===== src/rtl/hazard_pkg.sv =====
// Shared types and constants for the ID-stage hazard / forwarding controller.
// Latency: n/a (types, constants and pure helper functions only).
// Backpressure: n/a.
package hazard_pkg;

   // Operand source select for ALU and branch-compare muxes; 2'b11 is never driven.
   typedef enum logic [1:0] {
      FWD_RF  = 2'b00,
      FWD_WB  = 2'b01,
      FWD_MEM = 2'b10
   } fwd_sel_e;

   // Legal multi-cycle latency window; the 4-bit countdown cannot hold more than 15.
   localparam int MC_LAT_MIN = 2;
   localparam int MC_LAT_MAX = 15;

   // Width of the multi-cycle countdown.
   localparam int CNT4_W = 4;

   // MEM stage always wins over WB when both hold the newer value.
   function automatic fwd_sel_e fwd_pick(input logic mem_hit, input logic wb_hit);
      if (mem_hit) return FWD_MEM;
      if (wb_hit)  return FWD_WB;
      return FWD_RF;
   endfunction

endpackage


===== src/rtl/hazard_ctrl_unit_mc_scoreboard.sv =====
// Tracks the single in-flight op of the non-pipelined MUL/DIV unit.
// Latency: state updates one edge after issue; busy/wb flags combinational from state.
// Backpressure: none here; the parent stalls ID while the unit is occupied.
module mc_scoreboard
   import hazard_pkg::*;
#(
   parameter int REG_AW = 5,
   parameter int MC_LAT = 4
) (
   input  logic              clk,
   input  logic              rst,
   input  logic              issue,
   input  logic [REG_AW-1:0] issue_rd,
   output logic [CNT4_W-1:0] cnt,
   output logic              pend_v,
   output logic [REG_AW-1:0] pend_rd,
   output logic              mc_busy,
   output logic              mc_wb_en
);

   localparam logic [CNT4_W-1:0] LAT = CNT4_W'(MC_LAT);

   // Out-of-range latency is a build error rather than a silently truncated countdown.
   if (MC_LAT < MC_LAT_MIN || MC_LAT > MC_LAT_MAX) begin : g_bad_lat
      $error("mc_scoreboard: MC_LAT out of range");
   end

   // Load countdown on issue (overwriting a finishing op), otherwise count down to idle.
   always_ff @(posedge clk) begin
      if (rst) begin
         cnt     <= '0;
         pend_v  <= 1'b0;
         pend_rd <= '0;
      end else if (issue) begin
         cnt     <= LAT;
         pend_v  <= (issue_rd != '0);
         pend_rd <= issue_rd;
      end else if (cnt != '0) begin
         cnt <= cnt - CNT4_W'(1);
         if (cnt == CNT4_W'(1)) pend_v <= 1'b0;
      end
   end

   assign mc_busy  = (cnt != '0);
   assign mc_wb_en = (cnt == CNT4_W'(1)) && pend_v;

endmodule


===== src/rtl/hazard_ctrl_unit.sv =====
// Forwarding selects, load-use/branch/multi-cycle stall generation and stall counter.
// Latency: all selects and stall are combinational; scoreboard and counter update next edge.
// Backpressure: stall freezes PC/IF_ID and bubbles ID_EX; flush overrides stall and blocks issue.
module hazard_ctrl_unit
   import hazard_pkg::*;
#(
   parameter int REG_AW = 5,
   parameter int MC_LAT = 4,
   parameter int CNT_W  = 32
) (
   input  logic              clk,
   input  logic              rst,
   input  logic              id_valid,
   input  logic [REG_AW-1:0] id_rs1,
   input  logic [REG_AW-1:0] id_rs2,
   input  logic              id_use_rs1,
   input  logic              id_use_rs2,
   input  logic              id_branch,
   input  logic              id_mc,
   input  logic [REG_AW-1:0] id_rd,
   input  logic [REG_AW-1:0] ex_rs1,
   input  logic [REG_AW-1:0] ex_rs2,
   input  logic [REG_AW-1:0] ex_rd,
   input  logic              ex_reg_write,
   input  logic              ex_mem_read,
   input  logic [REG_AW-1:0] mem_rd,
   input  logic              mem_reg_write,
   input  logic              mem_mem_read,
   input  logic [REG_AW-1:0] wb_rd,
   input  logic              wb_reg_write,
   input  logic              flush,
   output logic [1:0]        fwd_a,
   output logic [1:0]        fwd_b,
   output logic [1:0]        br_fwd1,
   output logic [1:0]        br_fwd2,
   output logic              stall,
   output logic              mc_busy,
   output logic              mc_wb_en,
   output logic [REG_AW-1:0] mc_wb_rd,
   output logic [CNT_W-1:0]  stall_cnt
);

   logic [CNT4_W-1:0] sb_cnt;
   logic              sb_pend_v;
   logic [REG_AW-1:0] sb_pend_rd;
   logic              sb_busy;
   logic              sb_wb_en;
   logic              issue;
   logic              stall_raw;
   logic [CNT_W-1:0]  stall_cnt_q;
   fwd_sel_e          fa, fb, b1, b2;

   // A writer holds a usable value for src: it writes, targets a real register, and matches.
   function automatic logic wr_match(input logic we, input logic [REG_AW-1:0] rd,
                                     input logic [REG_AW-1:0] src);
      return we && (rd != '0) && (rd == src);
   endfunction

   // A live ID source that cannot yet be forwarded to the ALU or the ID branch comparator.
   function automatic logic src_wait(input logic use_src, input logic [REG_AW-1:0] src);
      logic live;
      live = id_valid && use_src && (src != '0);
      return live && ((ex_mem_read && ex_reg_write && ex_rd == src)
                   || (id_branch && ex_reg_write && ex_rd == src)
                   || (id_branch && mem_mem_read && mem_rd == src)
                   || (sb_pend_v && sb_pend_rd == src && sb_cnt > CNT4_W'(1)));
   endfunction

   // Operand selects and the stall/issue decision for the current ID instruction.
   always_comb begin
      fa = fwd_pick(wr_match(mem_reg_write, mem_rd, ex_rs1), wr_match(wb_reg_write, wb_rd, ex_rs1));
      fb = fwd_pick(wr_match(mem_reg_write, mem_rd, ex_rs2), wr_match(wb_reg_write, wb_rd, ex_rs2));
      b1 = FWD_RF;
      b2 = FWD_RF;
      if (id_branch) begin
         // A load still in MEM has no data for the comparator yet; that case stalls instead.
         b1 = fwd_pick(wr_match(mem_reg_write, mem_rd, id_rs1) && !mem_mem_read,
                       wr_match(wb_reg_write, wb_rd, id_rs1));
         b2 = fwd_pick(wr_match(mem_reg_write, mem_rd, id_rs2) && !mem_mem_read,
                       wr_match(wb_reg_write, wb_rd, id_rs2));
      end
      // The cnt==1 cycle frees the unit: its result lands through the write-first register file.
      stall_raw = !flush && (src_wait(id_use_rs1, id_rs1) || src_wait(id_use_rs2, id_rs2)
                          || (id_valid && id_mc && sb_busy && sb_cnt != CNT4_W'(1)));
      issue     = !rst && id_valid && id_mc && !stall_raw && !flush;
   end

   mc_scoreboard #(
      .REG_AW (REG_AW),
      .MC_LAT (MC_LAT)
   ) u_mc_scoreboard (
      .clk      (clk),
      .rst      (rst),
      .issue    (issue),
      .issue_rd (id_rd),
      .cnt      (sb_cnt),
      .pend_v   (sb_pend_v),
      .pend_rd  (sb_pend_rd),
      .mc_busy  (sb_busy),
      .mc_wb_en (sb_wb_en)
   );

   // Performance counter of stalled cycles, free-running with wrap.
   always_ff @(posedge clk) begin
      if (rst) begin
         stall_cnt_q <= '0;
      end else if (stall_raw) begin
         stall_cnt_q <= stall_cnt_q + CNT_W'(1);
      end
   end

   // Every output reads as zero while reset is held.
   assign fwd_a     = rst ? 2'b00 : fa;
   assign fwd_b     = rst ? 2'b00 : fb;
   assign br_fwd1   = rst ? 2'b00 : b1;
   assign br_fwd2   = rst ? 2'b00 : b2;
   assign stall     = !rst && stall_raw;
   assign mc_busy   = !rst && sb_busy;
   assign mc_wb_en  = !rst && sb_wb_en;
   assign mc_wb_rd  = rst ? '0 : sb_pend_rd;
   assign stall_cnt = rst ? '0 : stall_cnt_q;

endmodule

===== config.mk =====
export PLATFORM = sky130hd
export DESIGN_NAME = hazard_ctrl_unit
export DESIGN_NICKNAME = d
export VERILOG_FILES = /design/src/rtl/hazard_pkg.sv /design/src/rtl/hazard_ctrl_unit_mc_scoreboard.sv /design/src/rtl/hazard_ctrl_unit.sv
export SDC_FILE = /design/constraint.sdc
export NUM_CORES = 1
export LEC_CHECK = 0
export BUFFER_PORTS_ARGS = -buffer_cell sky130_fd_sc_hd__buf_4
export CAP_MARGIN = 30
export CORE_ASPECT_RATIO = 1.2
export CORE_MARGIN = 2
export CORE_UTILIZATION = 55
export DETAILED_ROUTE_END_ITERATION = 7
export PLACE_DENSITY = 0.91
export SYNTH_ARGS = -nofsm -noshare
export SYNTH_HDL_FRONTEND = slang
export SYNTH_SLANG_ARGS = --single-unit

===== constraint.sdc =====
create_clock -name clk -period 6.3 [get_ports clk]
set_clock_uncertainty 0.05 [all_clocks]
set_input_delay 1.26 -clock clk [delete_from_list [all_inputs] [get_ports clk]]
set_output_delay 1.26 -clock clk [all_outputs]
set_load 0.1 [all_outputs]

# After elaboration in Yosys (flattened, before gate mapping)

Index checks and enable logic that the tools add are counted.

Bits in registers: 42
Bits of input ports: 53
Word-level logic and storage cells: 132

Add/sub/neg operators: 2
$lt $le $gt $ge: 1
Eq/ne operators: 14
Multiplexer cells: 45
Reductions and logical operators: 65

Operator list:

| kind                  | count |
|---|---|
| $eq 5x5->1            | 12 |
| $mux 2                | 22 |
| $logic_and 1x1->1     | 43 |
| $add 32x1->32 const B | 1 |
| $mux 32               | 1 |
| $reduce_bool 5->1     | 5 |
| $mux 1                | 19 |
| $logic_or 1x1->1      | 8 |
| $mux 3                | 2 |
| $mux 5                | 1 |
| $eq 4x1->1 const B    | 1 |
| $gt 4x1->1 const B    | 1 |
| $logic_not 1->1       | 4 |
| $ne 4x1->1 const B    | 1 |
| $reduce_bool 2->1     | 2 |
| $reduce_bool 4->1     | 1 |
| $sub 4x1->4 const B   | 1 |
| $reduce_and 2->1      | 1 |
| $reduce_or 2->1       | 1 |

# Logic depth before layout (Yosys ltp)

Depth after elaboration: 14
Depth in mapped cells: 11

# Hierarchy

From an unflattened synthesis, not the netlist that was laid out.

Cells, all modules: 419
Area total of the unflattened synthesis: 3,380.7 µm²

Modules (own cells, without submodules):

| module           | instances | cells an instance | area each (µm²) |
|---|---|---|---|
| hazard_ctrl_unit | 1         | 372               | 2,936.6 |
| mc_scoreboard    | 1         | 47                | 444.2 |

# Worst setup path after synthesis

OpenSTA, ideal clock, no wires.

Path type: input-to-output
Start: in mem_rd[1]
End: out br_fwd1[0]
Arrival: 6.933 ns
Path slack: -1.943 ns
Cell stages on the path: 5
Cell sequence: clkbuf_1 -> or4_1 -> o21ai_0 -> nor2_1 -> a2111oi_0

Cells in the longest elaborated chain, start to end: 9
Elaborated cells on any way between the ends: 10
Classes of those cells: eq/ne (1); mux (5); reduce/logical (4)

RTL lines:

| what                  | line                    | text |
|---|---|---|
| from (decl)           | hazard_ctrl_unit.sv:26  | `input logic [REG_AW-1:0] mem_rd,` |
| $reduce_bool 5->1     | hazard_ctrl_unit.sv:56  | `return we && (rd != '0) && (rd == src);` |
| $logic_and 1x1->1     | hazard_ctrl_unit.sv:56  |  |
| $logic_and 1x1->1 (*) | hazard_ctrl_unit.sv:56  |  |
| $logic_and 1x1->1 (*) | hazard_ctrl_unit.sv:77  | `b1 = fwd_pick(wr_match(mem_reg_write, mem_rd, id_rs1) && !mem_mem_read,` |
| $mux 1 (*)            | hazard_pkg.sv:22        | `if (mem_hit) return FWD_MEM;` |
| $mux 1 (*)            | hazard_ctrl_unit.sv:75  | `if (id_branch) begin` |
| $mux 2 (*)            | hazard_pkg.sv:23        | `if (wb_hit) return FWD_WB;` |
| $mux 2 (*)            | hazard_ctrl_unit.sv:75  |  |
| $mux 2 (*)            | hazard_ctrl_unit.sv:115 | `assign br_fwd1 = rst ? 2'b00 : b1;` |
| to (decl)             | hazard_ctrl_unit.sv:34  | `output logic [1:0] br_fwd1,` |

Mark *: on every way between the ends. The rest lies on a longest branch, timed or not. The select of a mux whose other input is x is not followed.

# Worst setup path after layout

Start: in id_rs2[0]
End: out stall

Cells in the longest elaborated chain, start to end: 10
Elaborated cells on any way between the ends: 18
Classes of those cells: eq/ne (3); reduce/logical (15)

RTL lines:

| what                                        | line                                           | text |
|---|---|---|
| from (decl)                                 | hazard_ctrl_unit.sv:15                         | `input logic [REG_AW-1:0] id_rs2,` |
| $eq 5x5->1                                  | hazard_ctrl_unit.sv:63, hazard_ctrl_unit.sv:64 |  |
| $logic_and 1x1->1, on equally long branches | hazard_ctrl_unit.sv:63, hazard_ctrl_unit.sv:64 |  |
| $logic_or 1x1->1                            | hazard_ctrl_unit.sv:64                         | `\|\| (id_branch && ex_reg_write && ex_rd == src)` |
| $logic_or 1x1->1                            | hazard_ctrl_unit.sv:65                         | `\|\| (id_branch && mem_mem_read && mem_rd == src)` |
| $logic_or 1x1->1                            | hazard_ctrl_unit.sv:66                         | `\|\| (sb_pend_v && sb_pend_rd == src && sb_cnt > CNT4_W'(1)));` |
| $logic_and 1x1->1 (*)                       | hazard_ctrl_unit.sv:63                         | `return live && ((ex_mem_read && ex_reg_write && ex_rd == src)` |
| $logic_or 1x1->1 (*)                        | hazard_ctrl_unit.sv:83                         | `stall_raw = !flush && (src_wait(id_use_rs1, id_rs1) \|\| src_wait(id_use_rs2, id_rs2)` |
| $logic_or 1x1->1 (*)                        | hazard_ctrl_unit.sv:84                         | `\|\| (id_valid && id_mc && sb_busy && sb_cnt != CNT4_W'(1)));` |
| $logic_and 1x1->1 (*)                       | hazard_ctrl_unit.sv:83                         |  |
| $logic_and 1x1->1 (*)                       | hazard_ctrl_unit.sv:117                        | `assign stall = !rst && stall_raw;` |
| to (decl)                                   | hazard_ctrl_unit.sv:36                         | `output logic stall,` |

Mark *: on every way between the ends. The rest lies on a longest branch, timed or not.

==> flow_summary_export.csv <==
group,metric,value,unit
setup_path,crit_type,"in2out",
status,status,"complete, no violations",
power,clockPowerShare,25.0,%
floorplanning,die_area,6530,sq um
clocking,htreeDepth,2,
min_path,min_path_cells,2,
setup_path,worst_ep_arrival_time,3.18,ns
power,switching_share,36.2,%
logic_synthesis,syn_area_per_cell,7.78,sq um
grt,grt_max_degree,88,
layout,nets,544,
placed_design,gp_congestion,0.874,
grt,grt_pass1_vias,3054,
grt,antenna_found_initial,0,
logic_synthesis,synth_top_area_cell,"dfxtp_1",
logic_synthesis,ys_warn_count,0,
power,seq_power_share,40.8,%
clocking,insertion_delay,0.29,ns
timing,final.setup.tns,0,ns
drt,dr.pass1.iters,4,
layout,antenna_cells,0,
floorplanning,die_y,88.1,um
logic_synthesis,synthTopCellsByCount,"dfxtp_1 (42), nor2_1 (42), xnor2_1 (37)",
logic_synthesis,synth.distinct_cells,47,
clocking,cts-hold-fix-buffers,0,
drt,wl_per_cell,14.9,um
setup_path,crit_path_start,"id_rs2[0]",
clocking,cts_made_buffers,5,
placed_design,hpwl,6.51,mm
timing,hold_violations,0,
logic_synthesis,syn_area,3240,sq um
clocking,cts.reportedPaths.clkPinSlew,0.08,ns
power,powerDensity,178,nW/um^2
placed_design,portBuffers,100,
layout,area_growth,24.9,%
grt,grt_use_total,26.1,%
timing,maxSlewHeadroom,45.1,%
setup_path,setup.worst_path.end_class,"primary output",
timing,period_share,71.3,%
power,switchingPower,261,uW
placed_design,dpl.cell_count,561,
drt,vias,3311,
timing,rsz0062_at_grt,"no",
power,combPwrFrac,34.2,%
drt,drtIter0Drc,204,
floorplanning,std_cell_rows,30,
power,vdd_drop_max,0.000115,V
layout,drive_above_1_share,28.4,%
logic_synthesis,synthFlopType,"dfxtp_1",
drt,drc_errors,0,
placed_design,postPlaceCellArea,3960,sq um
layout,final_cells,569,
floorplanning,coreArea,5670,sq um
min_path,hp-class,"reg2reg",
logic_synthesis,ys_seq_area_share,25.9,%
floorplanning,ioPinCount,101,
clocking,cts_tree,"done",
layout,fillers,456,
setup_path,cp-start-kind,"input port",
setup_path,cp_max_fo,32,
clocking,cts.sinks,42,
setup_path,crit_required,4.99,ns
drt,ant_nets,0,
clocking,clock_tree.root_cell,"clkbuf_8",
logic_synthesis,synth_edf_count,0,
logic_synthesis,synth.area.top_cells,"dfxtp_1 (26%), xnor2_1 (10%), xor2_1 (7.0%)",
logic_synthesis,synth_top_area_share,25.9,%
clocking,clockBufferDepth,2,
drt,totalWireLength,8.50,mm
timing,fmax,223,MHz
timing,finalSetupViolations,0,
floorplanning,die_x,74.1,um
timing,fin_crit,4.49,ns
timing,drv_slew,0,
layout,fin_area,4050,sq um
logic_synthesis,synth-seq-cells,42,
power,power.leakage,0.00165,uW
min_path,min_from,"stall_cnt_q[22]",
grt,grt_pass1_wl,13.5,mm
timing,worst_pin_slew,0.824,ns
timing,hold_ws,0.486,ns
logic_synthesis,synthCells,417,
job,drv_cap,0,
power,p_int,460,uW
floorplanning,start_util,57.2,%
logic_synthesis,synthArstFlopShare,0,%
logic_synthesis,synth.net_count,473,
drt,viasPerCell,5.82,
setup_path,reg2reg_from,"u_mc_scoreboard.cnt[1]",
setup_path,r2r_cells,9,
clocking,cts_resized,0,
grt,overflow,0,
clocking,cts_setup_buffers,0,
## path summary, 6_finish.rpt
| kind | slack, ns | to |
|---|---|---|
| max | 1.81 | stall |
| min | 0.49 | stall_cnt_q[22] |
| max reg2reg | 3.42 | stall_cnt_q[2] |
| min reg2reg | 0.49 | stall_cnt_q[22] |
## logic make-up after synthesis
logic type | after synthesis | share of synthesized area, %
AOI/OAI and AO/OA | 40 | 8.22
buffers and inverters | 45 | 5.90
muxes | 23 | 7.83
adders and majority gates | 3 | 1.16
and+or+nand+nor | 201 | 34.0
DFF | 42 | 25.9
xor gates and xnor gates | 63 | 17.0
## flip-flops by register name (all words and copies together), names as in the netlist
register / cells
u_mc_scoreboard.pend_rd: 5
stall_cnt_q: 32
u_mc_scoreboard.pend_v: 1
u_mc_scoreboard.cnt: 4
## cells in the final DEF (no fill, tap or decap), types with 6 or more instances in the layout
cell type	netlist	layout
buf_4	1	100
inv_1	9	9
nor2_1	42	42
clkbuf_8	0	6
nor3_1	18	18
mux2_2	18	18
and3_1	9	9
nand3_1	19	19
o21ai_0	12	12
o31ai_1	7	7
a21oi_1	9	9
nor2b_1	33	33
dfxtp_1	42	42
nand2_1	25	25
nor4_1	7	7
nand4_1	11	11
xnor2_1	37	37
xor2_1	26	26
or4_1	14	14
## worst max-delay path, stage by stage
cell and delay (ns):
buf_4 0.14, or3_1 0.37, o311a_1 0.33, nand4_1 0.11, and2_1 0.20, and3_4 0.40
nor3_1 0.08, buf_4 0.27
## layout make-up
cell class | count | area [sq um] | area share [%]
Clock buffer | 6 | 82.6 | 2.04
Timing Repair Buffer | 100 | 751 | 18.5
Inverter | 9 | 33.8 | 0.834
Sequential cell | 42 | 841 | 20.8
Clock inverter | 2 | 12.5 | 0.309
Multi-Input combinational cell | 330 | 2230 | 55.1
Tap cell | 80 | 100 | 2.47
## stage by stage
stage | setup WS [ns] | util [%] | power [uW]
floorplan | 0.213 | - | 481
CTS | 1.81 | 71.5 | 723
finish | 1.81 | 71.5 | 720
global placement | 1.87 | 69.8 | 533
detailed placement | 1.82 | 69.8 | 542
global route | 1.68 | 71.5 | 758
## per-layer routing
layer	GRT usage (%)	part of all wire, %	vias up
met5	0	0	-
met4	8.10	1.6	0
met3	4.83	6.5	14
met2	49.2	54	131
met1	29.1	38	1579
li1	-	-	1587
## power by group through the flow
stage	Sequential (uW)	Combinational, uW	Clock, uW
CTS	293	246	183
detailed placement	299	243	0
global placement	298	234	0
global route	296	269	193
finish	294	246	180
floorplan	295	186	0
Note: power is estimated with default switching activity, not from simulation.
